[config.mk]
export PLATFORM = sky130hd
export DESIGN_NAME = key_step_gen
export DESIGN_NICKNAME = d
export VERILOG_FILES = /design/src/rtl/key_step_gen.sv
export SDC_FILE = /design/constraint.sdc
export NUM_CORES = 1
export LEC_CHECK = 0
export ABC_AREA = 1
export BUFFER_PORTS_ARGS = -buffer_cell sky130_fd_sc_hd__buf_4
export CAP_MARGIN = 0
export CORE_UTILIZATION = 63
export CTS_CLUSTER_DIAMETER = 60
export DETAILED_ROUTE_END_ITERATION = 6
export HOLD_SLACK_MARGIN = 0.15
export PLACE_DENSITY = 0.79
export SLEW_MARGIN = 25
export SYNTH_ARGS = -nofsm -noshare
export SYNTH_HDL_FRONTEND = slang
export SYNTH_SLANG_ARGS = --single-unit
export TNS_END_PERCENT = 30
[constraint.sdc]
create_clock -name clk -period 3.82 [get_ports clk]
set_input_delay 0.191 -clock clk [delete_from_list [all_inputs] [get_ports clk]]
set_output_delay 0.191 -clock clk [all_outputs]
set_load 0.05 [all_outputs]
[src/rtl/key_step_gen.sv]
// Button conditioner for the LFSR demo: 2-flop sync, debounce FSM, one-cycle step pulses, step counter.
// Define AUTO_REPEAT_EN to add hold-to-repeat steps (REPEAT_DELAY, then every REPEAT_PERIOD).
module key_step_gen #(
    parameter int DEBOUNCE_CYCLES = 16,
    parameter int REPEAT_DELAY    = 64,
    parameter int REPEAT_PERIOD   = 16,
    parameter int CNT_W           = 16
) (
    input  logic       clk,
    input  logic       rst,
    input  logic       btn_raw,
    output logic       step,
    output logic       btn_level,
    output logic [7:0] step_count
);

    typedef enum logic [1:0] {IDLE, PRESS_DB, HELD, REL_DB} state_t;

    localparam logic [CNT_W-1:0] DB_LAST = CNT_W'(DEBOUNCE_CYCLES);
    localparam logic [CNT_W-1:0] ONE     = CNT_W'(1);

    // Elaboration-time sanity check of the configuration.
    if (DEBOUNCE_CYCLES < 1 || DEBOUNCE_CYCLES >= (2 ** CNT_W) ||
        REPEAT_DELAY < 2 || REPEAT_PERIOD < 2 ||
        REPEAT_DELAY >= (2 ** CNT_W) || REPEAT_PERIOD >= (2 ** CNT_W)) begin : g_bad_cfg
        $error("key_step_gen: illegal parameter combination");
    end

    state_t           state, state_nx;
    logic             s1, btn_s;
    logic [CNT_W-1:0] cnt, cnt_nx;
    logic             step_nx, level_nx;
    logic             rpt_fire;

    always_ff @(posedge clk) begin
        if (rst) begin
            s1    <= 1'b0;
            btn_s <= 1'b0;
        end else begin
            s1    <= btn_raw;
            btn_s <= s1;
        end
    end

`ifdef AUTO_REPEAT_EN
    // rpt_phase=0 waits out the initial delay, rpt_phase=1 paces the steady repeats.
    logic [CNT_W-1:0] rpt_cnt;
    logic             rpt_phase;
    logic [CNT_W-1:0] rpt_target;

    assign rpt_target = rpt_phase ? CNT_W'(REPEAT_PERIOD) : CNT_W'(REPEAT_DELAY);
    assign rpt_fire   = (state == HELD) && btn_s && (rpt_cnt == rpt_target);

    always_ff @(posedge clk) begin
        if (rst || state_nx == IDLE) begin
            rpt_cnt   <= '0;
            rpt_phase <= 1'b0;
        end else if (state == PRESS_DB && state_nx == HELD) begin
            rpt_cnt   <= ONE;
            rpt_phase <= 1'b0;
        end else if (state == HELD && state_nx == HELD) begin
            if (rpt_fire) begin
                rpt_cnt   <= ONE;
                rpt_phase <= 1'b1;
            end else begin
                rpt_cnt <= rpt_cnt + ONE;
            end
        end
    end
`else
    assign rpt_fire = 1'b0;
`endif

    always_comb begin
        state_nx = state;
        cnt_nx   = cnt;
        step_nx  = 1'b0;
        level_nx = btn_level;
        case (state)
            IDLE: begin
                level_nx = 1'b0;
                if (btn_s) begin
                    state_nx = PRESS_DB;
                    cnt_nx   = ONE;
                end
            end
            PRESS_DB: begin
                level_nx = 1'b0;
                if (!btn_s) begin
                    state_nx = IDLE;
                    cnt_nx   = '0;
                end else if (cnt == DB_LAST) begin
                    state_nx = HELD;
                    cnt_nx   = '0;
                    step_nx  = 1'b1;
                    level_nx = 1'b1;
                end else begin
                    cnt_nx = cnt + ONE;
                end
            end
            HELD: begin
                level_nx = 1'b1;
                if (!btn_s) begin
                    state_nx = REL_DB;
                    cnt_nx   = ONE;
                end else if (rpt_fire) begin
                    step_nx = 1'b1;
                end
            end
            REL_DB: begin
                level_nx = 1'b1;
                if (btn_s) begin
                    // Release glitch: back to HELD without a fresh step.
                    state_nx = HELD;
                    cnt_nx   = '0;
                end else if (cnt == DB_LAST) begin
                    state_nx = IDLE;
                    cnt_nx   = '0;
                    level_nx = 1'b0;
                end else begin
                    cnt_nx = cnt + ONE;
                end
            end
            default: begin
                state_nx = IDLE;
                cnt_nx   = '0;
                level_nx = 1'b0;
            end
        endcase
    end

    always_ff @(posedge clk) begin
        if (rst) begin
            state      <= IDLE;
            cnt        <= '0;
            step       <= 1'b0;
            btn_level  <= 1'b0;
            step_count <= '0;
        end else begin
            state     <= state_nx;
            cnt       <= cnt_nx;
            step      <= step_nx;
            btn_level <= level_nx;
            if (step_nx)
                step_count <= step_count + 8'd1;
        end
    end

endmodule
==> impl_results.html, run 1 <==
<table>
<tr><th>Metric</th><th>Value</th></tr>
<tr><th colspan="2">Critical path</th></tr>
<tr><td>Maximum single-stage delay on the critical path</td><td>0.77 ns</td></tr>
<tr><td>Largest fanout on the critical path</td><td>15</td></tr>
<tr><td>Combined buffer and inverter count along the critical path</td><td>1</td></tr>
<tr><td>Type of the worst setup path</td><td>reg -&gt; reg</td></tr>
<tr><td>CP Data Required Time</td><td>4.04 ns</td></tr>
<tr><td>Data arrival time at the worst-slack endpoint</td><td>2.06 ns</td></tr>
<tr><td>Type of origin of the critical path</td><td>register</td></tr>
<tr><td>Critical Path End Type</td><td>register</td></tr>
<tr><td>CP max-delay cell</td><td>sky130_fd_sc_hd__nor2_1</td></tr>
<tr><td>Top delay family on crit path</td><td>simple AND/OR/NAND/NOR gates</td></tr>
<tr><td>Cells along the critical path</td><td>xor2_2 &gt; nor2_1 &gt; inv_1 &gt; o21ai_0 &gt; a21oi_1</td></tr>
<tr><th colspan="2">Route</th></tr>
<tr><td>Final wirelength</td><td>3.59 mm</td></tr>
<tr><td>Via total after detailed routing</td><td>1641</td></tr>
<tr><td>Mean number of vias per cell</td><td>5.33</td></tr>
<tr><td>Drt pass-1 iters</td><td>4</td></tr>
<tr><td>DR WL/cell</td><td>11.7 um</td></tr>
<tr><td>Post-route DRC violation count</td><td>0</td></tr>
<tr><td>Post-DRT Antenna Nets</td><td>0</td></tr>
<tr><td>Iter 0 DRT Violations</td><td>77</td></tr>
<tr><th colspan="2">Pwr</th></tr>
<tr><td>Max VDD drop</td><td>252 uV</td></tr>
<tr><td>Net Sw Frac</td><td>22.0%</td></tr>
<tr><td>Leakage</td><td>0.774 nW</td></tr>
<tr><td>Power share of the clock group</td><td>41.0%</td></tr>
<tr><td>Power density over the cells</td><td>304 nW/um^2</td></tr>
<tr><td>NetSw</td><td>126 uW</td></tr>
<tr><td>Internal power</td><td>446 uW</td></tr>
<tr><td>Power share of the sequential group</td><td>55.4%</td></tr>
<tr><td>Relative contribution of combinational cells to total power</td><td>3.7%</td></tr>
<tr><th colspan="2">STA</th></tr>
<tr><td>Number of max-slew violations in the final report</td><td>0</td></tr>
<tr><td>Period utilization</td><td>48.1%</td></tr>
<tr><td>Tmin final</td><td>1.84 ns</td></tr>
<tr><td>Final hold violation count</td><td>0</td></tr>
<tr><td>RSZ-0062 raised after global routing</td><td>false</td></tr>
<tr><td>Final setup violation count</td><td>0</td></tr>
<tr><td>TNS Setup</td><td>0 ns</td></tr>
<tr><td>Worst Clk Skew</td><td>0.0141 ns</td></tr>
<tr><td>Max frequency</td><td>544 MHz</td></tr>
<tr><td>Transition time at the pin with the least slew margin</td><td>1.00 ns</td></tr>
<tr><td>Tightest slew margin relative to the limit</td><td>32.8%</td></tr>
<tr><th colspan="2">Clock tree</th></tr>
<tr><td>Clock Sinks</td><td>30</td></tr>
<tr><td>Cell at the root of the clock tree</td><td>sky130_fd_sc_hd__clkbuf_4</td></tr>
<tr><td>Count of cells resized by post-cts repair</td><td>0</td></tr>
<tr><td>Longest Clk Path Bufs</td><td>2</td></tr>
<tr><td>Clock latency at the later pin of the worst-skew pair</td><td>0.34 ns</td></tr>
<tr><td>Clock tree from TritonCTS</td><td>done</td></tr>
<tr><td>Total clock buffers created by CTS</td><td>5</td></tr>
<tr><td>Clock input transition at the sequential cells of the worst setup and hold paths</td><td>0.10 ns</td></tr>
<tr><td>Count of H-tree levels built during CTS</td><td>2</td></tr>
<tr><th colspan="2">Logic synthesis</th></tr>
<tr><td>Netlist cell types</td><td>22</td></tr>
<tr><td>YS warnings</td><td>0</td></tr>
<tr><td>Avg Synthesized Cell Area</td><td>6.48 um^2</td></tr>
<tr><td>Total of flip-flops plus latches after synthesis</td><td>30</td></tr>
<tr><td>Cells after Synth</td><td>262</td></tr>
<tr><td>Post-synth net total</td><td>268</td></tr>
<tr><td>Register area share after synthesis</td><td>35.4%</td></tr>
<tr><td>Netlist area before placement</td><td>1700 um^2</td></tr>
<tr><th colspan="2">Placement</th></tr>
<tr><td>Half-perimeter wire length after detailed placement</td><td>2.53 mm</td></tr>
<tr><td>Global placer's final weighted congestion</td><td>0.886</td></tr>
<tr><td>Total instance count after detailed placement</td><td>299</td></tr>
<tr><td>Count of input and output buffers</td><td>12</td></tr>
<tr><th colspan="2">GRT</th></tr>
<tr><td>Overall overflow remaining after global route</td><td>0</td></tr>
<tr><td>Global-route total usage across every layer</td><td>27.9%</td></tr>
<tr><td>Met2 capacity usage during global routing</td><td>43.0%</td></tr>
<tr><td>Pin count of the biggest net entering global routing</td><td>22</td></tr>
<tr><td>Number of global-route vias before repair</td><td>1329</td></tr>
<tr><td>Global routing met3 resource utilization</td><td>7.63%</td></tr>
<tr><td>Global-route wire length before repair</td><td>5.72 mm</td></tr>
<tr><td>Initial antenna violation count</td><td>0</td></tr>
<tr><td>Met1 usage in global routing</td><td>37.9%</td></tr>
<tr><td>GRT busiest layer</td><td>met2</td></tr>
<tr><th colspan="2">Layout</th></tr>
<tr><td>Post-Layout Cell Count</td><td>308</td></tr>
<tr><td>ANT cells</td><td>0</td></tr>
<tr><td>Post-layout net count</td><td>283</td></tr>
<tr><td>Share of layout cells above drive strength 1</td><td>10.8%</td></tr>
<tr><td>Area growth from synthesis to layout</td><td>10.5%</td></tr>
<tr><th colspan="2">Floorplan</th></tr>
<tr><td>Full die area</td><td>2910 um^2</td></tr>
<tr><td>Die Width</td><td>53.9 um</td></tr>
<tr><td># rows</td><td>18</td></tr>
<tr><td>Number of placed I/O pins</td><td>13</td></tr>
<tr><td>Die Y</td><td>53.9 um</td></tr>
<tr><td>Initial Utilization</td><td>67.3%</td></tr>
<tr><td>CORE AREA</td><td>2520 um^2</td></tr>
<tr><th colspan="2">Job</th></tr>
<tr><td>Count of max-cap constraint violations</td><td>0</td></tr>
<tr><th colspan="2">Hold path</th></tr>
<tr><td>Worst hold path class</td><td>in -&gt; reg</td></tr>
<tr><th colspan="2">Status</th></tr>
<tr><td>Run status</td><td>finished clean</td></tr>
</table>
==> metal layers <==
metal  up-vias  routed length (um)
met5         -                   0
met4         0                  54
met3         7                 187
met2        38                1540
met1       729                1810
li1        867                   -
==> path summary, 6_finish.rpt <==
kind	start	endpoint	slack, ns	cells past startpoint
worst max-delay path	btn_s	cnt[0]	1.98	5
worst min-delay path	rst	cnt[9]	0.20	2
worst max register to register	btn_s	cnt[0]	1.98	5
worst min register to register	s1	btn_s	0.41	2
==> stage by stage <==
step | cell area, um^2 | power, mW | util [%] | setup slack, ns | hold slack, ns
finish | 1880 | 0.571 | 74.4 | 1.98 | 0.199
global placement | 1790 | 0.343 | 70.9 | 2.07 | 0.391
CTS | 1880 | 0.576 | 74.4 | 1.99 | 0.197
global route | 1880 | 0.591 | 74.4 | 1.76 | 0.197
floorplan | 1700 | 0.338 | - | 2.24 | 0.298
detailed placement | 1790 | 0.343 | 70.9 | 1.99 | 0.403
==> what timing repair did <==
item,CTS,global route
hold buffers,1,0
buffers inserted,0,0
endpoints found under the hold margin,1,0
==> registers in the layout, indices dropped and copies added (netlist names), named ones only <==
name        cells
btn_s           1
state           1
step            1
cnt            16
s1              1
btn_level       1
step_count      8
==> cell usage in the layout, fill, tap and decap left out, types with 4 or more instances in the layout <==
cell type and instances:
sky130_fd_sc_hd__a21oi_1 25, sky130_fd_sc_hd__buf_4 12, sky130_fd_sc_hd__clkbuf_4 5, sky130_fd_sc_hd__dfxtp_1 30, sky130_fd_sc_hd__inv_1 30, sky130_fd_sc_hd__nand2_1 78
sky130_fd_sc_hd__nand3_1 24, sky130_fd_sc_hd__nor2_1 30, sky130_fd_sc_hd__nor2_2 4, sky130_fd_sc_hd__nor3_1 5, sky130_fd_sc_hd__o21a_1 4, sky130_fd_sc_hd__o21ai_0 9
sky130_fd_sc_hd__xor2_1 5
==> cells in the mapped netlist, drive strengths merged <==
master	instances	area share [%]
nand2	78	17
nor2	36	9.4
dfxtp	30	35
inv	30	6.6
a21oi	26	7.9
nand3	25	7.7
o21ai	9	2.7
xor2	6	3.5
nor3	5	1.5
o21a	4	1.8
buf	3	1.8
ha	3	2.2
nand4	3	1.1
clkbuf	2	0.44
nand3b	1	0.44
or2	1	0.37
==> worst reg2reg max path: stages (launching register included) <==
cell	delay, ns
sky130_fd_sc_hd__dfxtp_1	0.46
sky130_fd_sc_hd__xor2_2	0.12
sky130_fd_sc_hd__nor2_1	0.77
sky130_fd_sc_hd__inv_1	0.13
sky130_fd_sc_hd__o21ai_0	0.20
sky130_fd_sc_hd__a21oi_1	0.05
==> cell type report <==
| type | count | area, um^2 |
|---|---|---|
| flip-flops and latches | 30 | 601 |
| well taps | 30 | 37.5 |
| multi-input cells | 197 | 947 |
| inverters | 30 | 113 |
| clock buffers | 8 | 78.8 |
| repair buffers | 13 | 100 |
| fillers | 226 | 646 |
==> power groups by stage <==
stage	clock, mW	combinational, mW	sequential, mW
final	0.234	0.0209	0.316
after global routing	0.251	0.0229	0.317
after CTS	0.239	0.0209	0.316
after detailed placement	0	0.0198	0.324
after global placement	0	0.0192	0.324
after floorplan	0	0.0143	0.323
==> logic make-up (layout without fill, tap and decap cells) <==
group           Yosys count  count (layout)  share of synthesized area (%)
xor+xnor                  6               6                           3.54
buf+inv                  35              51                           8.84
flops                    30              30                           35.4
fa+ha+maj                 3               3                           2.21
compound gates           39              39                           12.3
simple gates            149             149                           37.7
Power figures use the tool's default switching activity.
==> inputs of run 2 (changes only) <==
--- a/config.mk
+++ b/config.mk
@@ -8,11 +8,11 @@
 export ABC_AREA = 1
 export BUFFER_PORTS_ARGS = -buffer_cell sky130_fd_sc_hd__buf_4
 export CAP_MARGIN = 0
-export CORE_UTILIZATION = 63
+export CORE_UTILIZATION = 53
 export CTS_CLUSTER_DIAMETER = 60
 export DETAILED_ROUTE_END_ITERATION = 6
 export HOLD_SLACK_MARGIN = 0.15
-export PLACE_DENSITY = 0.79
+export PLACE_DENSITY = 0.7
 export SLEW_MARGIN = 25
 export SYNTH_ARGS = -nofsm -noshare
 export SYNTH_HDL_FRONTEND = slang
==> constraint.sdc (replaced) <==
create_clock -name clk -period 1.6 [get_ports clk]
set_input_delay 0.08 -clock clk [delete_from_list [all_inputs] [get_ports clk]]
set_output_delay 0.08 -clock clk [all_outputs]
set_load 0.05 [all_outputs]
==> impl_results.html, run 2 (synthesis gave the netlist of run 1 again) <==
<table>
<tr><th>Metric</th><th>Value</th></tr>
<tr><th colspan="2">Status</th></tr>
<tr><td>Run status</td><td>finished clean</td></tr>
<tr><th colspan="2">Clock tree</th></tr>
<tr><td>Clock input transition at the sequential cells of the worst setup and hold paths</td><td>0.10 ns (about the same)</td></tr>
<tr><td>Clock Sinks</td><td>30 (unchanged)</td></tr>
<tr><td>Count of H-tree levels built during CTS</td><td>2 (unchanged)</td></tr>
<tr><td>Clock latency at the later pin of the worst-skew pair</td><td>0.35 ns (about the same)</td></tr>
<tr><td>Clock tree from TritonCTS</td><td>done</td></tr>
<tr><td>Cell at the root of the clock tree</td><td>sky130_fd_sc_hd__clkbuf_4</td></tr>
<tr><td>Total clock buffers created by CTS</td><td>5 (unchanged)</td></tr>
<tr><td>Longest Clk Path Bufs</td><td>2 (unchanged)</td></tr>
<tr><th colspan="2">Pwr</th></tr>
<tr><td>Leakage</td><td>0.853 nW (+10%)</td></tr>
<tr><td>Power share of the clock group</td><td>50.2% (+9.2 points)</td></tr>
<tr><td>Max VDD drop</td><td>581 uV (+130%)</td></tr>
<tr><td>Power share of the sequential group</td><td>45.9% (-9.5 points)</td></tr>
<tr><td>Net Sw Frac</td><td>20.6% (-1.3 points)</td></tr>
<tr><td>Power density over the cells</td><td>803 nW/um^2 (+160%)</td></tr>
<tr><td>NetSw</td><td>339 uW (+170%)</td></tr>
<tr><td>Internal power</td><td>1.31 mW (+190%)</td></tr>
<tr><td>Relative contribution of combinational cells to total power</td><td>3.9% (+0.2 points)</td></tr>
<tr><td>Total Power</td><td>1.64 mW (+190%)</td></tr>
<tr><th colspan="2">Critical path</th></tr>
<tr><td>Data arrival time at the worst-slack endpoint</td><td>1.79 ns (-0.27 ns)</td></tr>
<tr><td>Type of the worst setup path</td><td>reg -&gt; reg</td></tr>
<tr><td>Type of origin of the critical path</td><td>register</td></tr>
<tr><td>CP max-delay cell</td><td>sky130_fd_sc_hd__dfxtp_1</td></tr>
<tr><td>Largest fanout on the critical path</td><td>10 (-5)</td></tr>
<tr><td>Critical Path End Type</td><td>register</td></tr>
<tr><td>Maximum single-stage delay on the critical path</td><td>0.38 ns (-0.39 ns)</td></tr>
<tr><td>Top delay family on crit path</td><td>flip-flops</td></tr>
<tr><td>CP Data Required Time</td><td>1.89 ns (-2.15 ns)</td></tr>
<tr><td>Cells along the critical path</td><td>inv_1 &gt; ha_1 &gt; nand3_1 &gt; nor2_4 &gt; a21oi_4 &gt; buf_4 &gt; nand2_1 &gt; a21oi_1</td></tr>
<tr><td>Combined buffer and inverter count along the critical path</td><td>2 (+1)</td></tr>
<tr><th colspan="2">Hold path</th></tr>
<tr><td>Worst hold path class</td><td>reg -&gt; reg</td></tr>
<tr><th colspan="2">Layout</th></tr>
<tr><td>Area growth from synthesis to layout</td><td>20.6%</td></tr>
<tr><td>Post-layout net count</td><td>295 (+4.2%)</td></tr>
<tr><td>ANT cells</td><td>0 (unchanged)</td></tr>
<tr><td>Number of flip-flops in the largest register</td><td>16 (unchanged)</td></tr>
<tr><td>Top reg by flops</td><td>cnt</td></tr>
<tr><td>Most common cell after layout, fill and taps aside</td><td>sky130_fd_sc_hd__nand2_1</td></tr>
<tr><td>Final standard cell area without fillers</td><td>2050 um^2 (+9.1%)</td></tr>
<tr><td>Total area of multi-input combinational cells</td><td>972 um^2 (+2.6%)</td></tr>
<tr><td>Share of layout cells above drive strength 1</td><td>14.8% (+4.0 points)</td></tr>
<tr><td>Top library cells by usage in the layout, fill and taps aside</td><td>77 x sky130_fd_sc_hd__nand2_1, 30 x sky130_fd_sc_hd__inv_1, 30 x sky130_fd_sc_hd__dfxtp_1</td></tr>
<tr><td>Filler Cells Inserted</td><td>287 (+27%)</td></tr>
<tr><td>Sequential standard cell area</td><td>601 um^2 (unchanged)</td></tr>
<tr><td>Largest registers in the final layout</td><td>cnt (16), step_count (8)</td></tr>
<tr><th colspan="2">GRT</th></tr>
<tr><td>Global-route wire length before repair</td><td>5.99 mm (+4.7%)</td></tr>
<tr><td>Overall overflow remaining after global route</td><td>0 (unchanged)</td></tr>
<tr><td>Global-route total usage across every layer</td><td>23.5% (-4.4 points)</td></tr>
<tr><td>Number of global-route vias before repair</td><td>1343 (+1.1%)</td></tr>
<tr><td>Initial antenna violation count</td><td>0 (unchanged)</td></tr>
<tr><td>Pin count of the biggest net entering global routing</td><td>22 (unchanged)</td></tr>
<tr><th colspan="2">Job</th></tr>
<tr><td>Count of max-cap constraint violations</td><td>0 (unchanged)</td></tr>
<tr><th colspan="2">Floorplan</th></tr>
<tr><td>CORE AREA</td><td>3050 um^2 (+21%)</td></tr>
<tr><td>Number of placed I/O pins</td><td>13 (unchanged)</td></tr>
<tr><td>Die Width</td><td>58.6 um (+8.7%)</td></tr>
<tr><td>Initial Utilization</td><td>55.6% (-12 points)</td></tr>
<tr><td>Die Y</td><td>58.6 um (+8.7%)</td></tr>
<tr><td># rows</td><td>20 (+2)</td></tr>
<tr><td>Full die area</td><td>3430 um^2 (+18%)</td></tr>
<tr><th colspan="2">Route</th></tr>
<tr><td>Mean number of vias per cell</td><td>5.01 (-6.0%)</td></tr>
<tr><td>Drt pass-1 iters</td><td>5 (+1)</td></tr>
<tr><td>Post-route DRC violation count</td><td>0 (unchanged)</td></tr>
<tr><td>Iter 0 DRT Violations</td><td>81 (+5.2%)</td></tr>
<tr><td>Via total after detailed routing</td><td>1673 (+2.0%)</td></tr>
<tr><td>DR WL/cell</td><td>11.1 um (-4.8%)</td></tr>
<tr><td>Post-DRT Antenna Nets</td><td>0 (unchanged)</td></tr>
<tr><td>Final wirelength</td><td>3.71 mm (+3.3%)</td></tr>
<tr><th colspan="2">STA</th></tr>
<tr><td>Max frequency</td><td>664 MHz (+22%)</td></tr>
<tr><td>Final setup violation count</td><td>0 (unchanged)</td></tr>
<tr><td>Tightest slew margin relative to the limit</td><td>78.6% (+46 points)</td></tr>
<tr><td>RSZ-0062 raised after global routing</td><td>true</td></tr>
<tr><td>Transition time at the pin with the least slew margin</td><td>0.320 ns (-0.684 ns)</td></tr>
<tr><td>Period utilization</td><td>94.1% (+46 points)</td></tr>
<tr><td>Tmin final</td><td>1.51 ns (-0.334 ns)</td></tr>
<tr><td>Number of max-slew violations in the final report</td><td>0 (unchanged)</td></tr>
<tr><td>Worst Clk Skew</td><td>0.00792 ns (-0.00618 ns)</td></tr>
<tr><td>Final hold violation count</td><td>0 (unchanged)</td></tr>
<tr><th colspan="2">Placement</th></tr>
<tr><td>Global placer's final weighted congestion</td><td>0.903 (+1.9%)</td></tr>
<tr><td>Count of input and output buffers</td><td>12 (unchanged)</td></tr>
<tr><td>Cell area after placement</td><td>1870 um^2 (+4.3%)</td></tr>
<tr><td>Half-perimeter wire length after detailed placement</td><td>2.60 mm (+3.0%)</td></tr>
</table>
run 2: cell types whose count changed in the layout (fill, tap and decap cells not counted), sizes merged:
cell,delta
clkbuf,-2
bufinv,+2
dlygate4sd3,+2
buf,+10
run 2: power by group through the flow:
stage               clock (mW)  sequential, mW  combinational (mW)
floorplan                    0           0.772              0.0342
global placement             0           0.772              0.0545
detailed placement           0           0.773              0.0553
CTS                      0.837           0.755              0.0616
global route             0.867           0.756              0.0714
finish                   0.825           0.755              0.0640
run 2: path summary, 6_finish.rpt:
path	from	endpoint	slack, ns	depth (start not counted)
hold reg to reg	s1	btn_s	0.41	2
setup reg to reg	cnt[1]	cnt[13]	0.09	8
hold / removal	s1	btn_s	0.41	2
setup / recovery	cnt[1]	cnt[13]	0.09	8
run 2: cell type report:
| class | count | share of cell area [%] |
|---|---|---|
| Clock inverter | 2 | 2.93 |
| Tap cell | 44 | 2.69 |
| Inverter | 30 | 5.50 |
| Clock buffer | 6 | 2.51 |
| Timing Repair Buffer | 25 | 9.54 |
| Multi-Input combinational cell | 197 | 47.5 |
| Sequential cell | 30 | 29.3 |
run 2: tightest hold or removal path: stages, from the launching register on:
cell                      delay (ns)
sky130_fd_sc_hd__dfxtp_1        0.31
sky130_fd_sc_hd__inv_1          0.04
sky130_fd_sc_hd__nor2_1         0.03
run 2: metrics by stage:
stage	setup slack [ns]	hold WS (ns)	instances	util [%]	TNS, ns
2_1_floorplan	0.0233	0.187	262	-	0
3_3_place_gp	0.0148	0.289	321	61.1	0
3_5_place_dp	-0.0544	0.294	321	61.1	-0.110
4_1_cts	0.00275	0.419	332	66.0	0
5_1_grt	-0.00618	0.437	334	67.0	-0.00757
6_report	0.0947	0.414	334	67.0	0
run 2: repair_timing:
item,in CTS,in global routing
setup buffers,0,2
pin swaps,0,1
hold buffers,3,0
endpoints found under the hold margin,17,0
endpoints found under the setup margin,6,10
gates resized for setup,1,5
run 2: routing by layer:
layer / up-vias / global-route usage (%) / wire, um
met5: - / 0 / 0
met4: 0 / 11.2 / 52
met3: 6 / 4.62 / 180
met2: 32 / 34.3 / 1630
met1: 744 / 33.2 / 1840
li1: 891 / - / -
==> inputs of run 3 (changes only) <==
--- a/config.mk
+++ b/config.mk
@@ -8,11 +8,13 @@
 export ABC_AREA = 1
 export BUFFER_PORTS_ARGS = -buffer_cell sky130_fd_sc_hd__buf_4
 export CAP_MARGIN = 0
-export CORE_UTILIZATION = 53
+export CELL_PAD_IN_SITES_DETAIL_PLACEMENT = 0
+export CELL_PAD_IN_SITES_GLOBAL_PLACEMENT = 1
+export CORE_UTILIZATION = 38
 export CTS_CLUSTER_DIAMETER = 60
 export DETAILED_ROUTE_END_ITERATION = 6
 export HOLD_SLACK_MARGIN = 0.15
-export PLACE_DENSITY = 0.7
+export PLACE_DENSITY = 0.71
 export SLEW_MARGIN = 25
 export SYNTH_ARGS = -nofsm -noshare
 export SYNTH_HDL_FRONTEND = slang
==> impl_results.html, run 3 (synthesis gave the netlist of run 1 again) <==
<table>
<tr><th>Metric</th><th>Value</th></tr>
<tr><th colspan="2">STA</th></tr>
<tr><td>RSZ-0062 raised after global routing</td><td>true</td></tr>
<tr><td>Tightest slew margin relative to the limit</td><td>74.6% (-4.0 points)</td></tr>
<tr><td>Period utilization</td><td>91.8% (-2.3 points)</td></tr>
<tr><td>Final setup violation count</td><td>0 (unchanged)</td></tr>
<tr><td>Worst Clk Skew</td><td>0.00588 ns (-0.00204 ns)</td></tr>
<tr><td>Final hold violation count</td><td>0 (unchanged)</td></tr>
<tr><td>Transition time at the pin with the least slew margin</td><td>0.378 ns (+0.0574 ns)</td></tr>
<tr><td>TNS Setup</td><td>0 ns (unchanged)</td></tr>
<tr><td>Number of max-slew violations in the final report</td><td>0 (unchanged)</td></tr>
<tr><td>Max frequency</td><td>681 MHz (+2.5%)</td></tr>
<tr><td>Tmin final</td><td>1.47 ns (-0.0370 ns)</td></tr>
<tr><th colspan="2">Layout</th></tr>
<tr><td>Area growth from synthesis to layout</td><td>25.2%</td></tr>
<tr><td>Share of layout cells above drive strength 1</td><td>16.2% (+1.3 points)</td></tr>
<tr><td>Final standard cell area without fillers</td><td>2130 um^2 (+3.9%)</td></tr>
<tr><td>Most common cell after layout, fill and taps aside</td><td>sky130_fd_sc_hd__nand2_1</td></tr>
<tr><td>Top reg by flops</td><td>cnt</td></tr>
<tr><td>Largest registers in the final layout</td><td>cnt (16), step_count (8)</td></tr>
<tr><td>ANT cells</td><td>0 (unchanged)</td></tr>
<tr><td>Top library cells by usage in the layout, fill and taps aside</td><td>77 x sky130_fd_sc_hd__nand2_1, 30 x sky130_fd_sc_hd__inv_1, 30 x sky130_fd_sc_hd__dfxtp_1</td></tr>
<tr><td>Number of flip-flops in the largest register</td><td>16 (unchanged)</td></tr>
<tr><td>Filler Cells Inserted</td><td>441 (+54%)</td></tr>
<tr><td>Post-layout net count</td><td>296 (+0.34%)</td></tr>
<tr><th colspan="2">Pwr</th></tr>
<tr><td>Power density over the cells</td><td>844 nW/um^2 (+5.1%)</td></tr>
<tr><td>Total Power</td><td>1.79 mW (+9.1%)</td></tr>
<tr><td>Leakage</td><td>0.880 nW (+3.2%)</td></tr>
<tr><td>Max VDD drop</td><td>480 uV (-17%)</td></tr>
<tr><th colspan="2">Floorplan</th></tr>
<tr><td>Die Width</td><td>68.8 um (+17%)</td></tr>
<tr><td>Full die area</td><td>4740 um^2 (+38%)</td></tr>
<tr><td>CORE AREA</td><td>4140 um^2 (+36%)</td></tr>
<tr><td># rows</td><td>23 (+15%)</td></tr>
<tr><td>Initial Utilization</td><td>41.0% (-15 points)</td></tr>
<tr><td>Number of placed I/O pins</td><td>13 (unchanged)</td></tr>
<tr><td>Die Y</td><td>68.8 um (+17%)</td></tr>
<tr><th colspan="2">Route</th></tr>
<tr><td>Via total after detailed routing</td><td>1652 (-1.3%)</td></tr>
<tr><td>Iter 0 DRT Violations</td><td>87 (+7.4%)</td></tr>
<tr><td>DR WL/cell</td><td>12.2 um (+9.8%)</td></tr>
<tr><td>Post-route DRC violation count</td><td>0 (unchanged)</td></tr>
<tr><td>Mean number of vias per cell</td><td>4.84 (-3.3%)</td></tr>
<tr><td>Final wirelength</td><td>4.15 mm (+12%)</td></tr>
<tr><td>Drt pass-1 iters</td><td>4 (-1)</td></tr>
<tr><td>Post-DRT Antenna Nets</td><td>0 (unchanged)</td></tr>
<tr><th colspan="2">Clock tree</th></tr>
<tr><td>Clock input transition at the sequential cells of the worst setup and hold paths</td><td>0.07 ns (-0.03 ns)</td></tr>
<tr><td>Longest Clk Path Bufs</td><td>2 (unchanged)</td></tr>
<tr><td>Count of H-tree levels built during CTS</td><td>2 (unchanged)</td></tr>
<tr><td>Total clock buffers created by CTS</td><td>5 (unchanged)</td></tr>
<tr><td>Cell at the root of the clock tree</td><td>sky130_fd_sc_hd__clkbuf_8</td></tr>
<tr><td>Clock Sinks</td><td>30 (unchanged)</td></tr>
<tr><td>Clock latency at the later pin of the worst-skew pair</td><td>0.28 ns (-0.07 ns)</td></tr>
<tr><td>Clock tree from TritonCTS</td><td>done</td></tr>
<tr><th colspan="2">Status</th></tr>
<tr><td>Run status</td><td>finished clean</td></tr>
<tr><th colspan="2">Critical path</th></tr>
<tr><td>Critical Path End Type</td><td>register</td></tr>
<tr><td>Data arrival time at the worst-slack endpoint</td><td>1.70 ns (-0.09 ns)</td></tr>
<tr><td>Largest fanout on the critical path</td><td>5 (-5)</td></tr>
<tr><td>Type of origin of the critical path</td><td>register</td></tr>
<tr><td>Type of the worst setup path</td><td>reg -&gt; reg</td></tr>
<tr><td>CP Data Required Time</td><td>1.83 ns (-0.06 ns)</td></tr>
<tr><th colspan="2">Placement</th></tr>
<tr><td>Cell area after placement</td><td>1910 um^2 (+2.3%)</td></tr>
<tr><td>Global placer's final weighted congestion</td><td>0.823 (-8.9%)</td></tr>
<tr><td>Count of input and output buffers</td><td>12 (unchanged)</td></tr>
<tr><td>Half-perimeter wire length after detailed placement</td><td>2.97 mm (+14%)</td></tr>
<tr><th colspan="2">Job</th></tr>
<tr><td>Count of max-cap constraint violations</td><td>0 (unchanged)</td></tr>
<tr><th colspan="2">GRT</th></tr>
<tr><td>Initial antenna violation count</td><td>0 (unchanged)</td></tr>
<tr><td>Global-route total usage across every layer</td><td>20.3% (-3.2 points)</td></tr>
<tr><td>Overall overflow remaining after global route</td><td>0 (unchanged)</td></tr>
<tr><td>Global-route wire length before repair</td><td>6.78 mm (+13%)</td></tr>
<tr><td>Number of global-route vias before repair</td><td>1427 (+6.3%)</td></tr>
<tr><td>Pin count of the biggest net entering global routing</td><td>22 (unchanged)</td></tr>
<tr><th colspan="2">Hold path</th></tr>
<tr><td>Worst hold path class</td><td>reg -&gt; reg</td></tr>
</table>
run 3: cell type report:
class / instances / area (um^2) / share of cell area [%]
multi-input cells: 197 / 982 / 46.2
clock buffers: 6 / 82.6 / 3.88
flip-flops and latches: 30 / 601 / 28.3
well taps: 50 / 62.6 / 2.94
clock inverters: 2 / 60.1 / 2.83
inverters: 30 / 113 / 5.30
repair buffers: 26 / 225 / 10.6
run 3: repair_timing:
action	in CTS	in global routing
hold buffers	2	0
endpoints found under the hold margin	13	0
pin swaps	0	2
setup endpoints to repair	11	15
gates resized for setup	2	7
buffers inserted	0	1
cloned	0	0
run 3: per-stage QoR:
stage | std cells | utilization, % | hold WS [ns] | worst slack (ns)
2_1_floorplan | 262 | - | 0.187 | 0.0233
3_3_place_gp | 330 | 46.0 | 0.286 | -0.0436
3_5_place_dp | 330 | 46.0 | 0.308 | -0.0945
4_1_cts | 340 | 50.2 | 0.406 | 0.0736
5_1_grt | 341 | 51.3 | 0.411 | -0.0210
6_report | 341 | 51.3 | 0.405 | 0.132
run 3: path summary, 6_finish.rpt:
path	start	endpoint	slack, ns	cells past startpoint
worst max register to register	cnt[0]	btn_level	0.13	7
worst max-delay path	cnt[0]	btn_level	0.13	7
worst min register to register	s1	btn_s	0.41	2
worst min-delay path	s1	btn_s	0.41	2
run 3: metal layers:
metal	GRT usage, %	vias up	wire, um
li1	-	892	-
met1	29.1	732	2240
met2	28.3	24	1740
met3	5.43	4	132
met4	7.65	0	46
met5	0	-	0
run 3: power by group:
group	internal, mW	switching (mW)
Clock	0.664	0.306
Sequential	0.751	0.00368
Combinational	0.0261	0.0432
Total	1.44	0.352
run 3: critical path, stage by stage, from the launching register on:
cell,delay [ns]
sky130_fd_sc_hd__dfxtp_1,0.32
sky130_fd_sc_hd__inv_1,0.08
sky130_fd_sc_hd__ha_1,0.20
sky130_fd_sc_hd__nand3_1,0.13
sky130_fd_sc_hd__nor2_4,0.14
sky130_fd_sc_hd__nand3_1,0.19
sky130_fd_sc_hd__a21oi_1,0.22
sky130_fd_sc_hd__o21a_1,0.14
